**src/rtl/mem_ctrl_pkg.sv**
```systemverilog
`default_nettype none
// mem_ctrl_pkg: shared widths, sequencer states and port IDs for the ram arbiter (rev 1.0)
package mem_ctrl_pkg;

  localparam int ADDR_W = 9;
  localparam int DATA_W = 32;

  localparam logic PORT_FETCH = 1'b0;
  localparam logic PORT_DATA  = 1'b1;

  typedef enum logic [1:0] {
    IDLE  = 2'd0,
    ISSUE = 2'd1,
    RESP  = 2'd2,
    ACK   = 2'd3
  } state_t;

endpackage
`default_nettype wire

```
**src/rtl/ram_arbiter_if.sv**
```systemverilog
`default_nettype none
// ram_arbiter_if: requester handshakes plus ram pins; slave side is the arbiter (rev 1.0)
interface ram_arbiter_if #(
  parameter int ADDR_W = mem_ctrl_pkg::ADDR_W,
  parameter int DATA_W = mem_ctrl_pkg::DATA_W
);
  logic              fetch_req;
  logic [ADDR_W-1:0] fetch_addr;
  logic              fetch_ack;
  logic [DATA_W-1:0] fetch_rdata;

  logic              data_req;
  logic              data_we;
  logic [ADDR_W-1:0] data_addr;
  logic [DATA_W-1:0] data_wdata;
  logic              data_ack;
  logic [DATA_W-1:0] data_rdata;

  logic              ram_read;
  logic              ram_write;
  logic [ADDR_W-1:0] ram_addr;
  logic [DATA_W-1:0] ram_wdata;
  logic [DATA_W-1:0] ram_rdata;

  logic              busy;

  modport slave (
    input  fetch_req, fetch_addr, data_req, data_we, data_addr, data_wdata, ram_rdata,
    output fetch_ack, fetch_rdata, data_ack, data_rdata,
           ram_read, ram_write, ram_addr, ram_wdata, busy
  );

  modport master (
    output fetch_req, fetch_addr, data_req, data_we, data_addr, data_wdata, ram_rdata,
    input  fetch_ack, fetch_rdata, data_ack, data_rdata,
           ram_read, ram_write, ram_addr, ram_wdata, busy
  );
endinterface
`default_nettype wire

```
**src/rtl/rr_arb2.sv**
```systemverilog
`default_nettype none
// rr_arb2: combinational two-request round-robin grant; pointer lives in the caller (rev 1.0)
module rr_arb2
  import mem_ctrl_pkg::*;
(
  input  logic fetch_req,
  input  logic data_req,
  input  logic last_grant,
  output logic grant_valid,
  output logic grant_id
);

  always_comb begin
    grant_valid = fetch_req | data_req;
    grant_id    = PORT_FETCH;
    if (fetch_req && data_req) begin
      // Tie goes to whichever port was not served last.
      grant_id = ~last_grant;
    end else if (data_req) begin
      grant_id = PORT_DATA;
    end
  end

endmodule
`default_nettype wire

```
**src/rtl/ram_arbiter.sv**
```systemverilog
`default_nettype none
// ram_arbiter: round-robin sharing of the single-port ram between fetch and load/store (rev 1.0)
module ram_arbiter
  import mem_ctrl_pkg::*;
(
  input  logic         clock,
  input  logic         clear_n,
  ram_arbiter_if.slave bus
);

  state_t              state;
  state_t              state_nxt;
  logic                last_grant;
  logic                winner;
  logic                lat_we;
  logic [ADDR_W-1:0]   lat_addr;
  logic [DATA_W-1:0]   lat_wdata;
  logic [DATA_W-1:0]   fetch_rdata_q;
  logic [DATA_W-1:0]   data_rdata_q;
  logic                grant_valid;
  logic                grant_id;

  rr_arb2 u_rr_arb2 (
    .fetch_req   (bus.fetch_req),
    .data_req    (bus.data_req),
    .last_grant  (last_grant),
    .grant_valid (grant_valid),
    .grant_id    (grant_id)
  );

  always_ff @(posedge clock or negedge clear_n) begin
    if (!clear_n) begin
      state <= IDLE;
    end else begin
      state <= state_nxt;
    end
  end

  always_comb begin
    state_nxt = state;
    case (state)
      IDLE:    if (grant_valid) state_nxt = ISSUE;
      ISSUE:   state_nxt = lat_we ? ACK : RESP;
      RESP:    state_nxt = ACK;
      ACK:     state_nxt = IDLE;
      default: state_nxt = IDLE;
    endcase
  end

  // Requests are captured once at grant; later input changes are ignored.
  always_ff @(posedge clock or negedge clear_n) begin
    if (!clear_n) begin
      last_grant <= PORT_DATA;
      winner     <= PORT_FETCH;
      lat_we     <= 1'b0;
      lat_addr   <= '0;
      lat_wdata  <= '0;
    end else if (state == IDLE && grant_valid) begin
      last_grant <= grant_id;
      winner     <= grant_id;
      if (grant_id == PORT_DATA) begin
        lat_we    <= bus.data_we;
        lat_addr  <= bus.data_addr;
        lat_wdata <= bus.data_wdata;
      end else begin
        lat_we    <= 1'b0;
        lat_addr  <= bus.fetch_addr;
      end
    end
  end

  always_ff @(posedge clock or negedge clear_n) begin
    if (!clear_n) begin
      fetch_rdata_q <= '0;
      data_rdata_q  <= '0;
    end else if (state == RESP) begin
      if (winner == PORT_FETCH) begin
        fetch_rdata_q <= bus.ram_rdata;
      end else begin
        data_rdata_q  <= bus.ram_rdata;
      end
    end
  end

  // Strobes decode from the async-reset state, so ram_write falls the moment clear_n does.
  assign bus.ram_read    = (state == ISSUE) && !lat_we;
  assign bus.ram_write   = (state == ISSUE) &&  lat_we;
  assign bus.ram_addr    = lat_addr;
  assign bus.ram_wdata   = lat_wdata;
  assign bus.fetch_ack   = (state == ACK) && (winner == PORT_FETCH);
  assign bus.data_ack    = (state == ACK) && (winner == PORT_DATA);
  assign bus.fetch_rdata = fetch_rdata_q;
  assign bus.data_rdata  = data_rdata_q;
  assign bus.busy        = (state != IDLE);

endmodule
`default_nettype wire

```
**src/flat_wrapper.sv**
```systemverilog
// flat-port wrapper written by rule: the top's interface ports become plain ports
module ram_arbiter_flat import mem_ctrl_pkg::*;
  (clock, clear_n, bus_fetch_req, bus_fetch_addr, bus_data_req, bus_data_we, bus_data_addr, bus_data_wdata, bus_ram_rdata, bus_fetch_ack, bus_fetch_rdata, bus_data_ack, bus_data_rdata, bus_ram_read, bus_ram_write, bus_ram_addr, bus_ram_wdata, bus_busy);
  ram_arbiter_if bus_i ();
  input  logic clock;
  input  logic clear_n;
  input wire logic [$bits(bus_i.fetch_req)-1:0] bus_fetch_req;
  input wire logic [$bits(bus_i.fetch_addr)-1:0] bus_fetch_addr;
  input wire logic [$bits(bus_i.data_req)-1:0] bus_data_req;
  input wire logic [$bits(bus_i.data_we)-1:0] bus_data_we;
  input wire logic [$bits(bus_i.data_addr)-1:0] bus_data_addr;
  input wire logic [$bits(bus_i.data_wdata)-1:0] bus_data_wdata;
  input wire logic [$bits(bus_i.ram_rdata)-1:0] bus_ram_rdata;
  output wire logic [$bits(bus_i.fetch_ack)-1:0] bus_fetch_ack;
  output wire logic [$bits(bus_i.fetch_rdata)-1:0] bus_fetch_rdata;
  output wire logic [$bits(bus_i.data_ack)-1:0] bus_data_ack;
  output wire logic [$bits(bus_i.data_rdata)-1:0] bus_data_rdata;
  output wire logic [$bits(bus_i.ram_read)-1:0] bus_ram_read;
  output wire logic [$bits(bus_i.ram_write)-1:0] bus_ram_write;
  output wire logic [$bits(bus_i.ram_addr)-1:0] bus_ram_addr;
  output wire logic [$bits(bus_i.ram_wdata)-1:0] bus_ram_wdata;
  output wire logic [$bits(bus_i.busy)-1:0] bus_busy;
  assign bus_i.fetch_req = bus_fetch_req;
  assign bus_i.fetch_addr = bus_fetch_addr;
  assign bus_i.data_req = bus_data_req;
  assign bus_i.data_we = bus_data_we;
  assign bus_i.data_addr = bus_data_addr;
  assign bus_i.data_wdata = bus_data_wdata;
  assign bus_i.ram_rdata = bus_ram_rdata;
  assign bus_fetch_ack = bus_i.fetch_ack;
  assign bus_fetch_rdata = bus_i.fetch_rdata;
  assign bus_data_ack = bus_i.data_ack;
  assign bus_data_rdata = bus_i.data_rdata;
  assign bus_ram_read = bus_i.ram_read;
  assign bus_ram_write = bus_i.ram_write;
  assign bus_ram_addr = bus_i.ram_addr;
  assign bus_ram_wdata = bus_i.ram_wdata;
  assign bus_busy = bus_i.busy;
  ram_arbiter u_core (.clock(clock), .clear_n(clear_n), .bus(bus_i));
endmodule
```
**config.mk**
```make
export PLATFORM = sky130hd
export DESIGN_NAME = ram_arbiter_flat
export DESIGN_NICKNAME = d
export VERILOG_FILES = /design/src/rtl/mem_ctrl_pkg.sv /design/src/rtl/ram_arbiter_if.sv /design/src/rtl/rr_arb2.sv /design/src/rtl/ram_arbiter.sv /design/src/flat_wrapper.sv
export SDC_FILE = /design/constraint.sdc
export NUM_CORES = 1
export LEC_CHECK = 0
export ABC_AREA = 1
export BUFFER_PORTS_ARGS = -buffer_cell sky130_fd_sc_hd__clkbuf_2
export CAP_MARGIN = 20
export CORE_UTILIZATION = 47
export DETAILED_ROUTE_END_ITERATION = 7
export PLACE_DENSITY = 0.89
export RECOVER_POWER = 50
export SLEW_MARGIN = 20
export SYNTH_ARGS = -nofsm -noshare
export SYNTH_HDL_FRONTEND = slang
export SYNTH_SLANG_ARGS = --single-unit
```
**constraint.sdc**
```tcl
create_clock -name clock -period 1.75 [get_ports clock]
set_input_delay 0.0875 -clock clock [delete_from_list [all_inputs] [get_ports clock]]
set_output_delay 0.0875 -clock clock [all_outputs]
set_load 0.02 [all_outputs]
```
==> impl_metrics.ini <==
[outcome]
status = finished clean

[detailed_routing]
ant_nets = 0
drt_iter0_drc = 153
vias_per_cell = 4.69
wire_per_inst_microns = 13.5
detail_route.drc_violations = 0
routed_wl_microns = 11900
vias = 4139
first_pass_iters = 5

[setup_path]
cp-start-kind = register
crit_fanout = 5
crit_path_end_kind = primary output
critical_path_class = register to primary output
crit_arrival_ns = 1.51
cp.required_ns = 1.66

[floorplan]
fp.coreArea_sq_mm = 0.00924
row_count = 35
die_w_microns = 99.9
io_pins = 197
die_area_sq_mm = 0.00998
initial_utilization = 0.487
die_h_microns = 99.9

[global_route]
antenna_found_initial = 0
grtUsageMet1 = 0.272
met3_usage = 0.0446
grt_pass1_vias = 4280
grt_util_all_layers = 0.250
gr-usage-met2 = 0.449
grt_first_pass_wirelength_microns = 19600
grt_busiest_layer = met2
grt_max_degree = 111
grt_overflow = 0

[synth]
syn_inst = 490
yosys.area.top_type = dfrtp_1
netlist-cell-type-count = 18
post_synth_main_area_contributors = dfrtp_1, nand2_1, o21ai_0
synth_top_family_by_area = simple AND/OR/NAND/NOR gates
synth_common_cells = nand2_1, dfrtp_1, inv_1, o21ai_0, o21ai_1
yosysMostFrequentCell = nand2_1
synth.area.mux_share = 0
yosys.area_share.xor_xnor = 0
syn_area_sq_mm = 0.00450
yosysTopAreaCellShare = 0.606
synth_fa_ha_area_frac = 0.0139
synth_seq_area_share = 0.611
syn_nets = 582
synthSimpleGateAreaFrac = 0.147
synth_seq_cells = 110
synth_compound_area_frac = 0.121
synth-edff-count = 0
yosys_warnings = 0
async_flop_share = 1.00
yosys_most_used_dff = dfrtp_1
avgSynthCellArea_sq_um = 9.19

[timing]
finalHoldViolations = 0
period_share = 0.915
fmax_ghz = 0.625
setup_ws_ns = 0.150
setup_tns_ns = 0
drv_slew = 0
finClkSkew_ns = 0.0203
fin_hold_ws_ns = 0.0204
final-setup-viol-count = 0
min_period_ns = 1.60
grt_setup_unrepaired = false
tightest_slew_ns = 0.972
slew-limit-headroom = 0.352

[worst_hold_path]
holdCritPathClass = input pin to register

[cts]
cts_hold_buf = 68
cts_buffer_depth = 2
cts_buffers = 9
postCtsSetupBuffers = 0
h-tree-depth = 3
cts-root-buf = clkbuf_8
cts_tree = yes
cts.clk_slew.worst_paths_ns = 0.11
cts_resized = 0
worstSkewPairLatency_ns = 0.36
cts.sinks = 110

[pwr]
power_frac_seq = 0.402
pwr-share-comb = 0.470
p_switching_uw = 5250
vdd.ir_drop.worst_v = 0.000878
netSwitchingFraction = 0.465
cellInternalPower_uw = 6050
leakage_uw = 0.00353
clkPwrFrac = 0.129
power_density_mw_per_mm2 = 1770

[finish]
nFillCells = 711
num_antenna_cells = 0
drive_gt1_frac = 0.244
nNetsFinal = 841
syn_to_final_growth_pct = 42.0

[job]
maxCapViolations = 0

[placed_design]
dp_hpwl_microns = 7430
place_congestion = 0.775
port_buffers = 196
pre_cts_ws_ns = 0.276
[stage by stage]
stage / utilization / total power [uW] / instances / area (sq um)
after floorplan: - / 7880 / 490 / 4500
after global placement: 0.606 / 9580 / 799 / 5600
after detailed placement: 0.606 / 9860 / 799 / 5600
after CTS: 0.700 / 11500 / 883 / 6470
after global routing: 0.692 / 12100 / 883 / 6390
final: 0.692 / 11300 / 883 / 6390
[cell type report]
cell class                 count  area, sq um  area share
clock buffer                  10          138      0.0215
timing repair buffer         270         1680       0.263
tap                          129          161      0.0252
inverter                      91          342      0.0534
sequential                   110         2750       0.431
multi-input combinational    267         1270       0.198
clock inverter                 6         52.6     0.00822
[registers in the layout, summed over array words and instances (netlist names)]
register,count
u_core.state,2
u_core.bus.ram_wdata,32
u_core.winner,1
u_core.bus.fetch_rdata,32
u_core.last_grant,1
u_core.lat_we,1
u_core.bus.ram_addr,9
u_core.bus.data_rdata,32
[logic make-up after synthesis]
group / after synthesis
adders and majority gates: 5
DFF: 110
buffers and inverters: 113
and+or+nand+nor: 161
AOI/OAI and AO/OA: 101
[metal layers]
| layer | part of all wire | routed length [microns] |
|---|---|---|
| met5 | 0 | 0 |
| met4 | 0.048 | 569 |
| met1 | 0.36 | 4350 |
| met3 | 0.050 | 596 |
| met2 | 0.54 | 6410 |
[cell usage in the layout, fill, tap and decap left out, types with 10 or more instances in the layout]
master	netlist	layout
nand2_1	129	129
o21ai_0	71	71
clkbuf_2	1	140
clkbuf_1	4	55
dfrtp_1	109	109
o21ai_2	10	10
inv_1	91	91
nand3_1	18	18
o21ai_1	20	20
dlygate4sd3_1	0	68
clkbuf_8	0	10
[worst paths after layout]
kind	startpoint	endpoint	slack (ns)	depth (start not counted)
worst max-delay path	u_core.state[0]	bus_busy	0.15	4
worst min-delay path	bus_fetch_addr[5]	u_core.bus.ram_addr[5]	0.02	5
worst max register to register	u_core.state[0]	u_core.bus.ram_wdata[4]	0.19	6
worst min register to register	u_core.last_grant	u_core.last_grant	0.49	2
max in group asynchronous	clear_n	u_core.bus.fetch_rdata[7]	0.59	3
min in group asynchronous	clear_n	u_core.bus.fetch_rdata[20]	0.46	3
[power groups by stage]
stage	sequential, uW	clock (uW)	combinational (uW)
2_1_floorplan	5910	0	1960
6_report	4540	1450	5310
4_1_cts	4520	1500	5430
3_3_place_gp	4480	0	5100
3_5_place_dp	4550	0	5310
5_1_grt	4680	1590	5840
[worst max-delay path: stages (launching register included)]
cell and delay [ns]:
dfrtp_1 0.44, inv_1 0.11, ha_1 0.27, inv_1 0.15, clkbuf_2 0.19
Power figures use the tool's default switching activity.
